<file path="config.mk">
export PLATFORM = sky130hd
export DESIGN_NAME = prco_decode_stage_flat
export DESIGN_NICKNAME = d
export VERILOG_FILES = /design/src/rtl/prco_decode_stage_if.sv /design/src/rtl/prco_decode_stage.sv /design/src/flat_wrapper.sv
export SDC_FILE = /design/constraint.sdc
export NUM_CORES = 1
export LEC_CHECK = 0
export CAP_MARGIN = 20
export CORE_MARGIN = 10
export CORE_UTILIZATION = 36
export DETAILED_ROUTE_END_ITERATION = 16
export PLACE_DENSITY_LB_ADDON = 0.05
export SLEW_MARGIN = 20
export SYNTH_ARGS = -nofsm -noshare
export SYNTH_HDL_FRONTEND = slang
export SYNTH_SLANG_ARGS = --single-unit
export TNS_END_PERCENT = 30
</file>
<file path="constraint.sdc">
create_clock -name i_clk -period 2.35 [get_ports i_clk]
set_input_delay 0.47 -clock i_clk [delete_from_list [all_inputs] [get_ports i_clk]]
set_output_delay 0.47 -clock i_clk [all_outputs]
set_load 0.05 [all_outputs]
</file>
<file path="src/rtl/prco_decode_stage_if.sv">
// Handshake and bundle signals between fetch, the decode stage and execute.
// The master side (fetch/execute) drives valid, instruction and out-ready.
// The slave side (the decode stage) returns in-ready and the queued bundle.
interface prco_decode_stage_if #(
  parameter int DATA_W = 16
);
  // Fetch side
  logic              i_in_valid;
  logic [15:0]       i_instr;
  logic              q_in_ready;

  // Execute side
  logic              q_out_valid;
  logic              i_out_ready;
  logic [4:0]        q_op;
  logic [2:0]        q_seld;
  logic [2:0]        q_sela;
  logic [DATA_W-1:0] q_imm;
  logic [DATA_W-1:0] q_simm;
  logic              q_reg_we;
  logic              q_sr_we;
  logic              q_req_alu;
  logic              q_req_ram;
  logic              q_req_ram_we;
  logic              q_illegal;
  logic [7:0]        q_illegal_cnt;

  modport master (
    output i_in_valid, i_instr, i_out_ready,
    input  q_in_ready, q_out_valid, q_op, q_seld, q_sela, q_imm, q_simm,
           q_reg_we, q_sr_we, q_req_alu, q_req_ram, q_req_ram_we,
           q_illegal, q_illegal_cnt
  );

  modport slave (
    input  i_in_valid, i_instr, i_out_ready,
    output q_in_ready, q_out_valid, q_op, q_seld, q_sela, q_imm, q_simm,
           q_reg_we, q_sr_we, q_req_alu, q_req_ram, q_req_ram_we,
           q_illegal, q_illegal_cnt
  );
endinterface

</file>
<file path="src/rtl/prco_decode_stage.sv">
// PRCO buffered decode stage: decodes 16-bit instructions into control
// bundles, queues them in a DEPTH-entry FIFO for execute, interlocks
// instructions that read the destination of a recently accepted LW, and
// keeps a saturating count of illegal opcodes.
module prco_decode_stage #(
  parameter int DATA_W      = 16,
  parameter int DEPTH       = 2,
  parameter int HAZ_BUBBLES = 1
) (
  input  logic                 i_clk,
  input  logic                 i_reset,
  input  logic                 i_flush,
  prco_decode_stage_if.slave   bus
);

  localparam int PTR_W = $clog2(DEPTH);
  localparam int CNT_W = PTR_W + 1;

  localparam logic [4:0] OP_NOP  = 5'h00;
  localparam logic [4:0] OP_MOVI = 5'h01;
  localparam logic [4:0] OP_MOV  = 5'h02;
  localparam logic [4:0] OP_ADD  = 5'h03;
  localparam logic [4:0] OP_ADDI = 5'h04;
  localparam logic [4:0] OP_OR   = 5'h05;
  localparam logic [4:0] OP_XOR  = 5'h06;
  localparam logic [4:0] OP_AND  = 5'h07;
  localparam logic [4:0] OP_CMP  = 5'h08;
  localparam logic [4:0] OP_LW   = 5'h09;
  localparam logic [4:0] OP_SW   = 5'h0A;

  typedef struct packed {
    logic [4:0]        op;
    logic [2:0]        seld;
    logic [2:0]        sela;
    logic [DATA_W-1:0] imm;
    logic [DATA_W-1:0] simm;
    logic              reg_we;
    logic              sr_we;
    logic              req_alu;
    logic              req_ram;
    logic              req_ram_we;
    logic              illegal;
  } bundle_t;

  bundle_t          r_mem [DEPTH];
  logic [PTR_W-1:0] r_wr_ptr;
  logic [PTR_W-1:0] r_rd_ptr;
  logic [CNT_W-1:0] r_count;
  logic [1:0]       r_haz_cnt;
  logic [2:0]       r_haz_reg;
  logic [7:0]       r_illegal_cnt;

  bundle_t w_dec;
  bundle_t w_head;
  logic    w_rd_seld;
  logic    w_rd_sela;
  logic    w_hold;
  logic    w_ready;
  logic    w_push;
  logic    w_pop;

  // Decode the presented instruction into a bundle and its source-register usage.
  always_comb begin
    // NOTE: every output gets a default first so no path leaves a latch behind.
    w_dec           = '0;
    w_dec.op        = bus.i_instr[15:11];
    w_dec.seld      = bus.i_instr[10:8];
    w_dec.sela      = bus.i_instr[7:5];
    w_dec.imm       = {{(DATA_W-8){1'b0}}, bus.i_instr[7:0]};
    w_dec.simm      = {{(DATA_W-5){bus.i_instr[4]}}, bus.i_instr[4:0]};
    w_rd_seld       = 1'b0;
    w_rd_sela       = 1'b0;
    case (bus.i_instr[15:11])
      OP_NOP: begin
      end
      OP_MOVI: begin
        w_dec.reg_we  = 1'b1;
        w_dec.req_alu = 1'b1;
      end
      OP_MOV: begin
        w_dec.reg_we  = 1'b1;
        w_dec.req_alu = 1'b1;
        w_rd_sela     = 1'b1;
      end
      OP_ADD, OP_OR, OP_XOR, OP_AND: begin
        w_dec.reg_we  = 1'b1;
        w_dec.req_alu = 1'b1;
        w_rd_seld     = 1'b1;
        w_rd_sela     = 1'b1;
      end
      OP_ADDI: begin
        w_dec.reg_we  = 1'b1;
        w_dec.req_alu = 1'b1;
        w_rd_seld     = 1'b1;
      end
      OP_CMP: begin
        w_dec.sr_we   = 1'b1;
        w_dec.req_alu = 1'b1;
        w_rd_seld     = 1'b1;
        w_rd_sela     = 1'b1;
      end
      OP_LW: begin
        w_dec.reg_we  = 1'b1;
        w_dec.req_alu = 1'b1;
        w_dec.req_ram = 1'b1;
        w_rd_sela     = 1'b1;
      end
      OP_SW: begin
        w_dec.req_alu    = 1'b1;
        w_dec.req_ram    = 1'b1;
        w_dec.req_ram_we = 1'b1;
        w_rd_seld        = 1'b1;
        w_rd_sela        = 1'b1;
      end
      default: begin
        w_dec.illegal = 1'b1;
      end
    endcase
  end

  // Stall a presented instruction that reads the register an LW is still loading.
  assign w_hold = (r_haz_cnt != 2'd0) & bus.i_in_valid &
                  ((w_rd_seld & (w_dec.seld == r_haz_reg)) |
                   (w_rd_sela & (w_dec.sela == r_haz_reg)));

  assign w_ready = ~i_reset & ~i_flush & (r_count < CNT_W'(DEPTH)) & ~w_hold;
  assign w_push  = bus.i_in_valid & w_ready;
  assign w_pop   = (r_count != '0) & bus.i_out_ready;

  // FIFO storage, pointers and occupancy; flush empties without touching storage.
  always_ff @(posedge i_clk or posedge i_reset) begin
    if (i_reset) begin
      // NOTE: storage is reset too, so the head reads all-zero straight out of reset.
      for (int i = 0; i < DEPTH; i++) r_mem[i] <= '0;
      r_wr_ptr <= '0;
      r_rd_ptr <= '0;
      r_count  <= '0;
    end else if (i_flush) begin
      r_wr_ptr <= '0;
      r_rd_ptr <= '0;
      r_count  <= '0;
    end else begin
      if (w_push) begin
        r_mem[r_wr_ptr] <= w_dec;
        r_wr_ptr        <= r_wr_ptr + 1'b1;
      end
      if (w_pop) r_rd_ptr <= r_rd_ptr + 1'b1;
      case ({w_push, w_pop})
        2'b10:   r_count <= r_count + 1'b1;
        2'b01:   r_count <= r_count - 1'b1;
        default: r_count <= r_count;
      endcase
    end
  end

  // Load-use tracker: an accepted LW arms it, then it counts down every cycle.
  always_ff @(posedge i_clk or posedge i_reset) begin
    if (i_reset) begin
      r_haz_cnt <= 2'd0;
      r_haz_reg <= 3'd0;
    end else if (i_flush) begin
      r_haz_cnt <= 2'd0;
    end else if (w_push && (w_dec.op == OP_LW)) begin
      r_haz_cnt <= 2'(HAZ_BUBBLES);
      r_haz_reg <= w_dec.seld;
    end else if (r_haz_cnt != 2'd0) begin
      r_haz_cnt <= r_haz_cnt - 2'd1;
    end
  end

  // Saturating count of accepted illegal instructions; survives flush.
  always_ff @(posedge i_clk or posedge i_reset) begin
    if (i_reset) begin
      r_illegal_cnt <= 8'd0;
    end else if (w_push && w_dec.illegal && (r_illegal_cnt != 8'hFF)) begin
      r_illegal_cnt <= r_illegal_cnt + 8'd1;
    end
  end

  assign w_head = r_mem[r_rd_ptr];

  assign bus.q_in_ready    = w_ready;
  assign bus.q_out_valid   = (r_count != '0);
  assign bus.q_op          = w_head.op;
  assign bus.q_seld        = w_head.seld;
  assign bus.q_sela        = w_head.sela;
  assign bus.q_imm         = w_head.imm;
  assign bus.q_simm        = w_head.simm;
  assign bus.q_reg_we      = w_head.reg_we;
  assign bus.q_sr_we       = w_head.sr_we;
  assign bus.q_req_alu     = w_head.req_alu;
  assign bus.q_req_ram     = w_head.req_ram;
  assign bus.q_req_ram_we  = w_head.req_ram_we;
  assign bus.q_illegal     = w_head.illegal;
  assign bus.q_illegal_cnt = r_illegal_cnt;

endmodule

</file>
<file path="src/flat_wrapper.sv">
// flat-port wrapper written by rule: the top's interface ports become plain ports
module prco_decode_stage_flat 
#(
  parameter int DATA_W      = 16,
  parameter int DEPTH       = 2,
  parameter int HAZ_BUBBLES = 1
)
  (i_clk, i_reset, i_flush, bus_i_in_valid, bus_i_instr, bus_i_out_ready, bus_q_in_ready, bus_q_out_valid, bus_q_op, bus_q_seld, bus_q_sela, bus_q_imm, bus_q_simm, bus_q_reg_we, bus_q_sr_we, bus_q_req_alu, bus_q_req_ram, bus_q_req_ram_we, bus_q_illegal, bus_q_illegal_cnt);
  prco_decode_stage_if #(.DATA_W(DATA_W)) bus_i ();
  input  logic i_clk;
  input  logic i_reset;
  input  logic i_flush;
  input wire logic [$bits(bus_i.i_in_valid)-1:0] bus_i_in_valid;
  input wire logic [$bits(bus_i.i_instr)-1:0] bus_i_instr;
  input wire logic [$bits(bus_i.i_out_ready)-1:0] bus_i_out_ready;
  output wire logic [$bits(bus_i.q_in_ready)-1:0] bus_q_in_ready;
  output wire logic [$bits(bus_i.q_out_valid)-1:0] bus_q_out_valid;
  output wire logic [$bits(bus_i.q_op)-1:0] bus_q_op;
  output wire logic [$bits(bus_i.q_seld)-1:0] bus_q_seld;
  output wire logic [$bits(bus_i.q_sela)-1:0] bus_q_sela;
  output wire logic [$bits(bus_i.q_imm)-1:0] bus_q_imm;
  output wire logic [$bits(bus_i.q_simm)-1:0] bus_q_simm;
  output wire logic [$bits(bus_i.q_reg_we)-1:0] bus_q_reg_we;
  output wire logic [$bits(bus_i.q_sr_we)-1:0] bus_q_sr_we;
  output wire logic [$bits(bus_i.q_req_alu)-1:0] bus_q_req_alu;
  output wire logic [$bits(bus_i.q_req_ram)-1:0] bus_q_req_ram;
  output wire logic [$bits(bus_i.q_req_ram_we)-1:0] bus_q_req_ram_we;
  output wire logic [$bits(bus_i.q_illegal)-1:0] bus_q_illegal;
  output wire logic [$bits(bus_i.q_illegal_cnt)-1:0] bus_q_illegal_cnt;
  assign bus_i.i_in_valid = bus_i_in_valid;
  assign bus_i.i_instr = bus_i_instr;
  assign bus_i.i_out_ready = bus_i_out_ready;
  assign bus_q_in_ready = bus_i.q_in_ready;
  assign bus_q_out_valid = bus_i.q_out_valid;
  assign bus_q_op = bus_i.q_op;
  assign bus_q_seld = bus_i.q_seld;
  assign bus_q_sela = bus_i.q_sela;
  assign bus_q_imm = bus_i.q_imm;
  assign bus_q_simm = bus_i.q_simm;
  assign bus_q_reg_we = bus_i.q_reg_we;
  assign bus_q_sr_we = bus_i.q_sr_we;
  assign bus_q_req_alu = bus_i.q_req_alu;
  assign bus_q_req_ram = bus_i.q_req_ram;
  assign bus_q_req_ram_we = bus_i.q_req_ram_we;
  assign bus_q_illegal = bus_i.q_illegal;
  assign bus_q_illegal_cnt = bus_i.q_illegal_cnt;
  prco_decode_stage #(.DATA_W(DATA_W), .DEPTH(DEPTH), .HAZ_BUBBLES(HAZ_BUBBLES)) u_core (.i_clk(i_clk), .i_reset(i_reset), .i_flush(i_flush), .bus(bus_i));
endmodule
</file>
# Yosys cells after proc, flatten, opt, wreduce, memory -nomap -nowiden
# Cells that the tools add are included.
[classes]
mux = 23
n_reduce_logical = 19
mul = 0
addsub = 6
eq_ne = 15
bitwise_logic = 15
order_cmp = 4
shifts = 0
div_mod_pow = 0
[op_table]
columns = ["cell", "count"]
rows = [
  ["49-bit two-way mux", 4],
  ["98-bit bitwise mux", 1],
  ["49-bit demux with 1-bit select", 1],
  ["5-bit by 3-bit equality test with 1-bit output, second input constant", 4],
  ["8-bit OR reduction", 2],
  ["5-bit by 4-bit equality test with 1-bit output, second input constant", 3],
  ["1-bit two-way mux", 12],
  ["11-bit OR reduction", 1],
  ["5-bit by 2-bit equality test with 1-bit output, second input constant", 2],
  ["10-bit OR reduction", 1],
  ["1-bit bitwise AND", 9],
  ["8-bit by 1-bit adder with 8-bit output, second input constant", 1],
  ["2-bit two-way mux", 4],
  ["8-bit != test, second input constant", 1],
  ["2-bit nonzero test", 4],
  ["7-bit OR reduction", 1],
  ["3-bit equality test", 2],
  ["3-bit nonzero test", 2],
  ["5-bit by 1-bit equality test with 1-bit output, second input constant", 1],
  ["5-bit zero test", 1],
  ["2-bit >= comparator, second input constant", 2],
  ["1-bit logical AND", 4],
  ["1-bit NOT with 2-bit output", 2],
  ["2-bit one-hot mux with 2 select lines", 1],
  ["11 further kinds", 16],
]
[totals]
out_inout_bits = 59
ram_bits = 0
latch_bits = 0
word_cells = 110
n_memories = 0
romBits = 0
regBits = 115

# Depth between registers and ports, before layout
# Gate-level depths: netlist (run 1).
[logic_depth]
word_depth = 12
depth_mapped = 9
ltp_nobuf = 7

# Least setup slack after synthesis (run 1)
# No wires, ideal clock.
[synth_path]
path_kind = "reg-to-reg"
start = "register u_core.r_haz_cnt[0]"
end = "register u_core.r_mem[52] (netlist name)"
path_slack_ns = -0.078
synth_period_minus_slack_ns = 2.428
n_path_buf = 2
stages_incl_launch_ff = 10
arrival_time_ns = 2.303
setup_time_ns = 0.125
path_cell_list = "dfrtp_1 inv_1 ha_1 nand2b_1 or4_4 o311ai_4 or3_1 buf_6 buf_12 mux2_4"
[synth_between]
elab_chain_len = 7
[synth_lines]
columns = ["element", "line_no", "rtl"]
rows = [
  ["start: declaration", "prco_decode_stage.sv:49", "logic [1:0] r_haz_cnt;"],
  ["start signal: assignment", "prco_decode_stage.sv:164", "r_haz_cnt <= 2'(HAZ_BUBBLES);"],
  ["start signal: assignment", "prco_decode_stage.sv:167", "r_haz_cnt <= r_haz_cnt - 2'd1;"],
  ["2-bit nonzero test", "prco_decode_stage.sv:122", "assign w_hold = (r_haz_cnt != 2'd0) & bus.i_in_valid &"],
  ["1-bit bitwise AND (2 in series)", "prco_decode_stage.sv:122", ""],
  ["1-bit NOT", "prco_decode_stage.sv:126", "assign w_ready = ~i_reset & ~i_flush & (r_count < CNT_W'(DEPTH)) & ~w_hold;"],
  ["1-bit bitwise AND", "prco_decode_stage.sv:126", ""],
  ["1-bit bitwise AND", "prco_decode_stage.sv:127", "assign w_push = bus.i_in_valid & w_ready;"],
  ["2-bit AND reduction (no source line)", "-", ""],
  ["end signal: indexed assignment", "prco_decode_stage.sv:144", "r_mem[r_wr_ptr] <= w_dec;"],
  ["end: declaration", "prco_decode_stage.sv:45", "bundle_t r_mem [DEPTH];"],
]
# Every way passes these cells.
# A chain may end at the register's enable or synchronous reset.

# Worst setup path after layout (run 1)
[layout_path]
start = "input port bus_i_instr[12]"
end = "output port bus_q_in_ready"
[layout_between]
elab_chain_len = 8
word_cells_on_any_way = 19
classes_between = "eq/ne: 9; mux: 2; bitwise: 6; reduce/logical: 2"
[layout_lines]
columns = ["element", "line_no", "rtl"]
rows = [
  ["start: declaration", "flat_wrapper.sv:14", "input wire logic [$bits(bus_i.i_instr)-1:0] bus_i_instr;"],
  ["5-bit by 2-bit equality test with 1-bit output (tied with other cells)", "prco_decode_stage.sv:73", "case (bus.i_instr[15:11])"],
  ["8-bit OR reduction (no source line) or 7-bit OR reduction (tied branches)", "-", ""],
  ["1-bit two-way mux", "prco_decode_stage.sv:73", ""],
  ["1-bit bitwise AND, on equally long branches", "prco_decode_stage.sv:124, prco_decode_stage.sv:123", ""],
  ["1-bit OR *", "prco_decode_stage.sv:123", "((w_rd_seld & (w_dec.seld == r_haz_reg)) |"],
  ["1-bit bitwise AND *", "prco_decode_stage.sv:122", ""],
  ["1-bit NOT *", "prco_decode_stage.sv:126", ""],
  ["1-bit bitwise AND *", "prco_decode_stage.sv:126", ""],
  ["end: declaration", "flat_wrapper.sv:16", "output wire logic [$bits(bus_i.q_in_ready)-1:0] bus_q_in_ready;"],
]
# Every way passes the cells marked *; elsewhere a longest branch is shown, timed or not.

==> results of run 1 <==
## synthesized netlist by cell type (all sizes together) (2+ instances only)
cell type / instances / area [µm²]
a21o: 2 / 15.01
buf: 35 / 281.5
clkbuf: 4 / 15.01
dfrtp: 61 / 1526
ha: 2 / 25.02
inv: 5 / 18.77
mux2: 71 / 870.8
nand2: 12 / 45.04
nand3: 5 / 25.02
nor2: 9 / 33.78
nor2b: 4 / 25.02
nor3: 5 / 25.02
nor4: 2 / 12.51
o21ai: 7 / 38.79
or2: 2 / 12.51
or3: 3 / 20.02
xnor2: 2 / 17.52
xor2: 13 / 113.9
## cells by family (layout without fill, tap and decap cells)
group | count (synthesis) | in the layout | share of synthesized area
AOI/OAI and AO/OA | 17 | 17 | 0.04180
and+or+nand+nor | 49 | 49 | 0.07784
buffers and inverters | 44 | 139 | 0.09663
DFF | 61 | 61 | 0.4678
adders and majority gates | 2 | 2 | 0.007667
xor gates and xnor gates | 15 | 15 | 0.04026
muxes | 71 | 71 | 0.2669
other | 1 | 8 | 0.001149
## cell usage in the layout, fill, tap and decap left out, types with 2 or more instances in the layout
cell and instances:
sky130_fd_sc_hd__xor2_1 13, sky130_fd_sc_hd__nor4_1 2, sky130_fd_sc_hd__nor2b_1 4, sky130_fd_sc_hd__dlygate4sd2_1 7
sky130_fd_sc_hd__clkbuf_8 10, sky130_fd_sc_hd__clkbuf_1 2, sky130_fd_sc_hd__or2_2 2, sky130_fd_sc_hd__inv_1 4
sky130_fd_sc_hd__o21ai_0 6, sky130_fd_sc_hd__xnor2_1 2, sky130_fd_sc_hd__buf_6 2, sky130_fd_sc_hd__buf_4 71
sky130_fd_sc_hd__nand3_1 4, sky130_fd_sc_hd__nor2_1 8, sky130_fd_sc_hd__conb_1 8, sky130_fd_sc_hd__dfrtp_1 61
sky130_fd_sc_hd__a21o_1 2, sky130_fd_sc_hd__clkdlybuf4s50_1 22, sky130_fd_sc_hd__or3_4 2, sky130_fd_sc_hd__nand2_1 12
sky130_fd_sc_hd__mux2_2 52, sky130_fd_sc_hd__buf_12 16, sky130_fd_sc_hd__mux2_4 19, sky130_fd_sc_hd__nor3_1 5
## metal layers
| layer | up-vias | wire [µm] | global-route usage |
|---|---|---|---|
| met1 | 1093 | 3554 | 0.1462 |
| met5 | - | 0 | 0 |
| met4 | 0 | 85 | 0.04208 |
| li1 | 1064 | - | - |
| met2 | 62 | 3556 | 0.1821 |
| met3 | 7 | 607 | 0.05156 |
## worst min-delay path by stage
stage	to	slack, ns	cells after the start
global placement	u_core.r_mem[56]$_DFFE_PP0P_	0.48	1
finish	u_core.bus.q_illegal_cnt[6]$_DFFE_PP0P_	0.49	1
CTS	u_core.bus.q_illegal_cnt[5]$_DFFE_PP0P_	0.49	1
floorplan	u_core.r_mem[20]$_DFFE_PP0P_	0.47	1
global route	u_core.bus.q_illegal_cnt[5]$_DFFE_PP0P_	0.51	1
detailed placement	u_core.bus.q_illegal_cnt[5]$_DFFE_PP0P_	0.48	1
## metrics by stage
step	setup WS (ns)	utilization
4_1_cts	-0.1126	0.5184
5_1_grt	-0.1917	0.5240
3_3_place_gp	-0.5450	0.4820
3_5_place_dp	-0.5886	0.4820
2_1_floorplan	-0.01471	-
6_report	-0.09090	0.5240
## what timing repair did
item / in CTS / in global routing
setup endpoints to repair: 49 / 51
cloned: 1 / 1
endpoints found under the hold margin: 0 / 0
hold buffers: 0 / 0
resized for setup: 24 / 2
pin swaps: 8 / 2
buffers inserted: 5 / 2
## final cells by class
type                            count  area share
Sequential cell                    61      0.3324
Inverter                            5    0.004087
Tap cell                          108     0.02943
Clock inverter                      2    0.007629
Clock buffer                       12     0.03161
Timing Repair Buffer              120      0.2635
Multi-Input combinational cell    162      0.3313
## worst reg2reg max path, stage by stage (launching register included)
cell and delay [ns]:
sky130_fd_sc_hd__dfrtp_1 0.34, sky130_fd_sc_hd__inv_1 0.05, sky130_fd_sc_hd__ha_2 0.18, sky130_fd_sc_hd__nand2b_4 0.14
sky130_fd_sc_hd__or4_4 0.51, sky130_fd_sc_hd__buf_4 0.16, sky130_fd_sc_hd__o311ai_4 0.23, sky130_fd_sc_hd__or3_4 0.23
sky130_fd_sc_hd__buf_12 0.15, sky130_fd_sc_hd__mux2_2 0.33
## power breakdown
part           internal, mW  switching [mW]
registers              1.29           0.154
logic                 0.952            1.26
clock network         0.506           0.391
total                  2.75            1.81
==> run_results.csv, run 1 <==
group,metric,value,unit
status,run_status,"finished with violations",
status,violations,"negative setup slack",
layout,multi_input_gate_area_in_the_final_layout,0.001521,mm²
clock_network,cts-htree-levels,3,
sta,fin_setup_tns,-2.583,ns
global_route,global_route.overflow_total,0,
critical_path,cp.depth,7,
flow_run,max_cap_viol_count,0,
critical_path,critical_path_start_type,"primary input",
critical_path,worst_setup_path_end_kind,"output port",
global_route,antenna_found_initial,0,
drt,detailedRoute.firstIterationViolations,29,
layout,synthToLayoutAreaGrowth,40.72,%
power_and_ir_drop,power,4.555,mW
clock_network,clk_pin_slew_worst_paths,0.06,ns
drt,number_of_nets_with_antenna_violations_after_detailed_routing,0,
sta,grt_setup_unrepaired,"yes",
layout,final_layout_size_suffix_gt1_frac,0.5276,
critical_path,crit_chain,"clkdlybuf4s50_1 > a21o_1 > a2111oi_4 > and2_4 > buf_4 > nor2_2 > buf_6",
layout,fillerInstances,788,
synthesis,synth-main-ff-cell,"sky130_fd_sc_hd__dfrtp_1",
critical_path,crit_path_top_delay_cell,"sky130_fd_sc_hd__clkdlybuf4s50_1",
floorplanning,io_pins,80,
clock_network,cts.root.buffer_cell,"sky130_fd_sc_hd__clkbuf_8",
clock_network,cts_tree,"built",
floorplanning,die_height,115.2,µm
synthesis,avgSynthCellArea,12.55,µm²
floorplanning,fp-row-count,34,
synthesis,yosys_register_bits,61,
critical_path,path_buf_inv,3,
synthesis,synth_enable_flop_cells,0,
sta,setup_slack,-0.09090,ns
global_route,pin_count_of_the_biggest_net_entering_global_routing,43,
clock_network,clk-insertion-delay-late,0.34,ns
layout,final_nets,382,
sta,finalHoldViolations,0,
layout,storage_cell_area,0.001526,mm²
floorplanning,fp.dieW,115.2,µm
synthesis,ys.warnings.count,0,
layout,antenna_cell_count,0,
critical_path,startpoint,"bus_i_instr[12]",
sta,timing.max_slew.rel_slack,0.5564,
global_route,global_route_wire_length_before_repair,12360,µm
sta,tightest_slew,0.6683,ns
floorplanning,placeableCoreArea,0.008763,mm²
placed_design,dp.final_hpwl,5625,µm
layout,post-route-cell-area,0.004592,mm²
sta,final.period_utilization,1.039,
critical_path,slowest_delay,0.45,ns
critical_path,worstRegToRegCells,9,
critical_path,ff2ff_setup_slack,-0.09,ns
global_route,first_global_vias,2393,
layout,finalNonFillerCells,470,
sta,fmax,409.7,MHz
power_and_ir_drop,irDropWorstVdd,0.0005484,V
critical_path,r2r-start,"u_core.r_haz_cnt[1]$_DFFE_PP0P_",
critical_path,critPathArrivalTime,1.97,ns
floorplanning,dieArea,0.01327,mm²
power_and_ir_drop,power_density_normalized_to_cell_area,992.1,mW/mm²
power_and_ir_drop,p_leak,2.231,nW
sta,final_period_minus_worst_setup_slack,2.441,ns
synthesis,synth_sequential_area_ratio,0.4678,
synthesis,yosys.cell_types.count,41,
placed_design,placed_area,0.004224,mm²
clock_network,clock_sinks,61,
critical_path,critical_path.top_delay_family,"buffers and inverters",
min_path,min-delay-path-class,"flip-flop to flip-flop",
sta,clock-skew-final,0.008134,ns
global_route,grt_util_all_layers,0.1190,
drt,route.detailed.drc,0,
critical_path,timing.critical_path.required,1.88,ns
synthesis,syn_inst,260,
drt,average_wire_per_cell_in_the_routed_design,16.60,µm
drt,wirelength,7804,µm
critical_path,crit_path_max_fanout,3,
layout,flip_flop_count_of_the_largest_register_all_copies_and_words_added,44,
drt,detailedRoute.firstPassIterationCount,4,
sta,max_slew_violation_total_from_the_final_report,0,
critical_path,setup.worst_path.class,"primary input to output port",
sta,final.hold.worst_slack,0.4871,ns
critical_path,worstSetupEndpoint,"bus_q_in_ready",
clock_network,maximum_buffer_depth_of_the_clock_tree,2,
sta,setup_viol,48,
drt,vias,2226,
clock_network,tritoncts.num_buffers,9,
synthesis,syn-cell-area,0.003263,mm²
synthesis,postSynth.asyncResetShare,1.000,
floorplanning,initial_standard_cell_utilization_of_the_core,0.3724,
min_path,worstHoldStart,"u_core.bus.q_illegal_cnt[6]$_DFFE_PP0P_",
placed_design,place.gp.congestion,0.7539,
placed_design,placed_cells,447,
critical_path,reg2reg_to,"u_core.r_mem[51]$_DFFE_PP0P_",
drt,vias_per_cell,4.736,
placed_design,placement.io_buffers,71,
Note: power is estimated with default switching activity, not from simulation.
==> run 2, diff against run 1 <==
--- a/config.mk
+++ b/config.mk
@@ -14,4 +14,4 @@
 export SYNTH_ARGS = -nofsm -noshare
 export SYNTH_HDL_FRONTEND = slang
 export SYNTH_SLANG_ARGS = --single-unit
-export TNS_END_PERCENT = 30
+export TNS_END_PERCENT = 100
==> run 2 against run 1 <==
The run still ends with negative setup slack left; first-iteration DRC count fell by 6.9%; power is essentially flat; critical path depth is the same; flip-flop and latch count stayed put; hold slack is essentially flat; non-clock buffer count is 2 higher; register-to-register slack about the same.
==> run_results.csv, run 2 (synthesis gave the netlist of run 1 again) <==
group,metric,value,unit
status,run_status,"finished with violations",
status,violations,"negative setup slack",
sta,timing.max_slew.rel_slack,0.5564,
layout,finalNonFillerCells,472,
power_and_ir_drop,power,4.559,mW
min_path,hold_end,"u_core.bus.q_illegal_cnt[6]$_DFFE_PP0P_",
drt,vias_per_cell,4.735,
sta,final_period_minus_worst_setup_slack,2.438,ns
power_and_ir_drop,irDropWorstVdd,0.0005614,V
clock_network,cts_tree,"built",
min_path,worst_hold_path.num_cells,1,
floorplanning,initial_standard_cell_utilization_of_the_core,0.3724,
critical_path,ff2ff_setup_slack,-0.09,ns
power_and_ir_drop,clockPowerShare,0.197,
sta,grt_setup_unrepaired,"yes",
critical_path,crit_path_top_delay_cell,"sky130_fd_sc_hd__or4_4",
sta,final.period_utilization,1.037,
sta,final.hold.worst_slack,0.4868,ns
power_and_ir_drop,power_density_normalized_to_cell_area,989.5,mW/mm²
floorplanning,io_pins,80,
power_and_ir_drop,internal-power,2.751,mW
drt,route.detailed.drc,0,
critical_path,reg2reg_to,"u_core.r_mem[51]$_DFFE_PP0P_",
min_path,worstHoldStart,"u_core.bus.q_illegal_cnt[6]$_DFFE_PP0P_",
placed_design,placed_area,0.004224,mm²
global_route,antenna_found_initial,0,
global_route,first_global_vias,2404,
placed_design,placement.io_buffers,71,
clock_network,clock_sinks,61,
drt,number_of_nets_with_antenna_violations_after_detailed_routing,0,
placed_design,place.gp.congestion,0.7539,
floorplanning,fp.dieW,115.2,µm
critical_path,timing.critical_path.required,1.88,ns
clock_network,maximum_buffer_depth_of_the_clock_tree,2,
layout,post-route-cell-area,0.004607,mm²
layout,antenna_cell_count,0,
critical_path,critical_path_start_type,"flip-flop",
placed_design,placed_cells,447,
sta,max_slew_violation_total_from_the_final_report,0,
flow_run,max_cap_viol_count,0,
global_route,global_route.overflow_total,0,
global_route,global_route_wire_length_before_repair,12410,µm
critical_path,setup.worst_path.class,"flip-flop to output port",
global_route,pin_count_of_the_biggest_net_entering_global_routing,43,
sta,setup_slack,-0.08808,ns
sta,fin_setup_tns,-2.506,ns
critical_path,r2r-start,"u_core.r_haz_cnt[1]$_DFFE_PP0P_",
sta,finalHoldViolations,0,
clock_network,cts-htree-levels,3,
critical_path,crit_path_max_fanout,3,
global_route,grt_util_all_layers,0.1194,
layout,synthToLayoutAreaGrowth,41.18,%
clock_network,clk-insertion-delay-late,0.34,ns
sta,setup_viol,45,
clock_network,cts-hold-fix-buffers,0,
floorplanning,dieArea,0.01327,mm²
critical_path,critical_path.top_delay_family,"simple AND/OR/NAND/NOR gates",
layout,flip_flop_count_of_the_largest_register_all_copies_and_words_added,44,
layout,most_common_cell_after_layout_fill_and_taps_aside,"sky130_fd_sc_hd__buf_4",
floorplanning,fp-row-count,34,
drt,detailedRoute.firstPassIterationCount,4,
layout,final_core_utilization,0.5257,
floorplanning,placeableCoreArea,0.008763,mm²
drt,detailedRoute.firstIterationViolations,27,
power_and_ir_drop,swShare,0.3965,
critical_path,crit_chain,"inv_1 > ha_2 > nand2b_4 > or4_4 > o31ai_4 > nor2_2 > buf_6",
clock_network,cts.root.buffer_cell,"sky130_fd_sc_hd__clkbuf_8",
placed_design,placement.setup.worst_slack,-0.5886,ns
drt,vias,2235,
power_and_ir_drop,power.combinational.fraction,0.486,
floorplanning,die_height,115.2,µm
sta,fmax,410.2,MHz
critical_path,worstRegToRegCells,9,
clock_network,clk_pin_slew_worst_paths,0.07,ns
sta,clock-skew-final,0.008317,ns
power_and_ir_drop,p_leak,2.240,nW
layout,final_nets,384,
layout,most-common-layout-cells,"sky130_fd_sc_hd__buf_4 (73), sky130_fd_sc_hd__dfrtp_1 (61), sky130_fd_sc_hd__mux2_2 (52)",
critical_path,slowest_delay,0.51,ns
drt,wirelength,7818,µm
sta,tightest_slew,0.6683,ns
drt,average_wire_per_cell_in_the_routed_design,16.56,µm
layout,final_layout_size_suffix_gt1_frac,0.5302,
critical_path,path_buf_inv,2,
critical_path,worst_setup_path_end_kind,"output port",
clock_network,tritoncts.num_buffers,9,
power_and_ir_drop,power_switching,1.808,mW
power_and_ir_drop,seqPwrFrac,0.317,
min_path,min-delay-path-class,"flip-flop to flip-flop",
placed_design,dp.final_hpwl,5625,µm
layout,fillerInstances,785,
critical_path,critPathArrivalTime,1.97,ns
==> run 2: changes by cell type in the layout (fill, tap and decap cells not counted) <==
cell                    delta
sky130_fd_sc_hd__buf_4     +2
==> run 2: per-layer routing <==
metal | GRT usage | up-vias | part of all wire
met5 | 0 | - | 0
met4 | 0.04208 | 0 | 0.011
met3 | 0.05156 | 7 | 0.076
met2 | 0.1839 | 59 | 0.46
met1 | 0.1459 | 1102 | 0.46
li1 | - | 1067 | -
==> run 2: power groups by stage <==
stage                     combinational [mW]  clock (mW)  sequential (mW)
after floorplan                         1.41           0             1.54
after global placement                  2.14           0             1.46
after detailed placement                2.16           0             1.46
after CTS                               2.23       0.920             1.45
after global routing                    2.34       0.973             1.48
final                                   2.21       0.897             1.45
==> run 2: how the worst max path moves through the flow <==
stage	to	cells past startpoint	slack, ns	from
CTS	bus_q_in_ready	7	-0.11	u_core.r_haz_cnt[0]$_DFFE_PP0P_
finish	bus_q_in_ready	7	-0.09	u_core.r_haz_cnt[1]$_DFFE_PP0P_
global placement	u_core.r_mem[8]$_DFFE_PP0P_	7	-0.55	bus_i_instr[10]
floorplan	u_core.r_mem[52]$_DFFE_PP0P_	7	-0.01	bus_i_instr[10]
detailed placement	u_core.r_mem[41]$_DFFE_PP0P_	7	-0.59	bus_i_instr[10]
global route	bus_q_in_ready	7	-0.19	u_core.r_haz_cnt[1]$_DFFE_PP0P_
==> run 2: worst register-to-register path, delay by kind of cell (launching register included) <==
family / cells / cell delay (ns)
AO/OA/AOI/OAI: 1 / 0.23
buffers and inverters: 3 / 0.36
flip-flops: 1 / 0.34
adder cells (fa/ha/maj): 1 / 0.18
multiplexers: 1 / 0.33
AND/OR/NAND/NOR: 3 / 0.88
==> run 2: final cells by class <==
type | instances | area [µm²] | area share
Clock buffer | 12 | 145.1 | 0.03150
Clock inverter | 2 | 35.03 | 0.007605
Inverter | 5 | 18.77 | 0.004074
Multi-Input combinational cell | 162 | 1521 | 0.3303
Sequential cell | 61 | 1526 | 0.3313
Tap cell | 108 | 135.1 | 0.02933
Timing Repair Buffer | 122 | 1225 | 0.2659
==> run 2: timing repair <==
action / CTS / global route
setup buffers: 7 / 2
cloned: 1 / 1
gates resized for setup: 26 / 0
pin swaps: 9 / 2
hold endpoints to repair: 0 / 0
endpoints found under the setup margin: 49 / 51
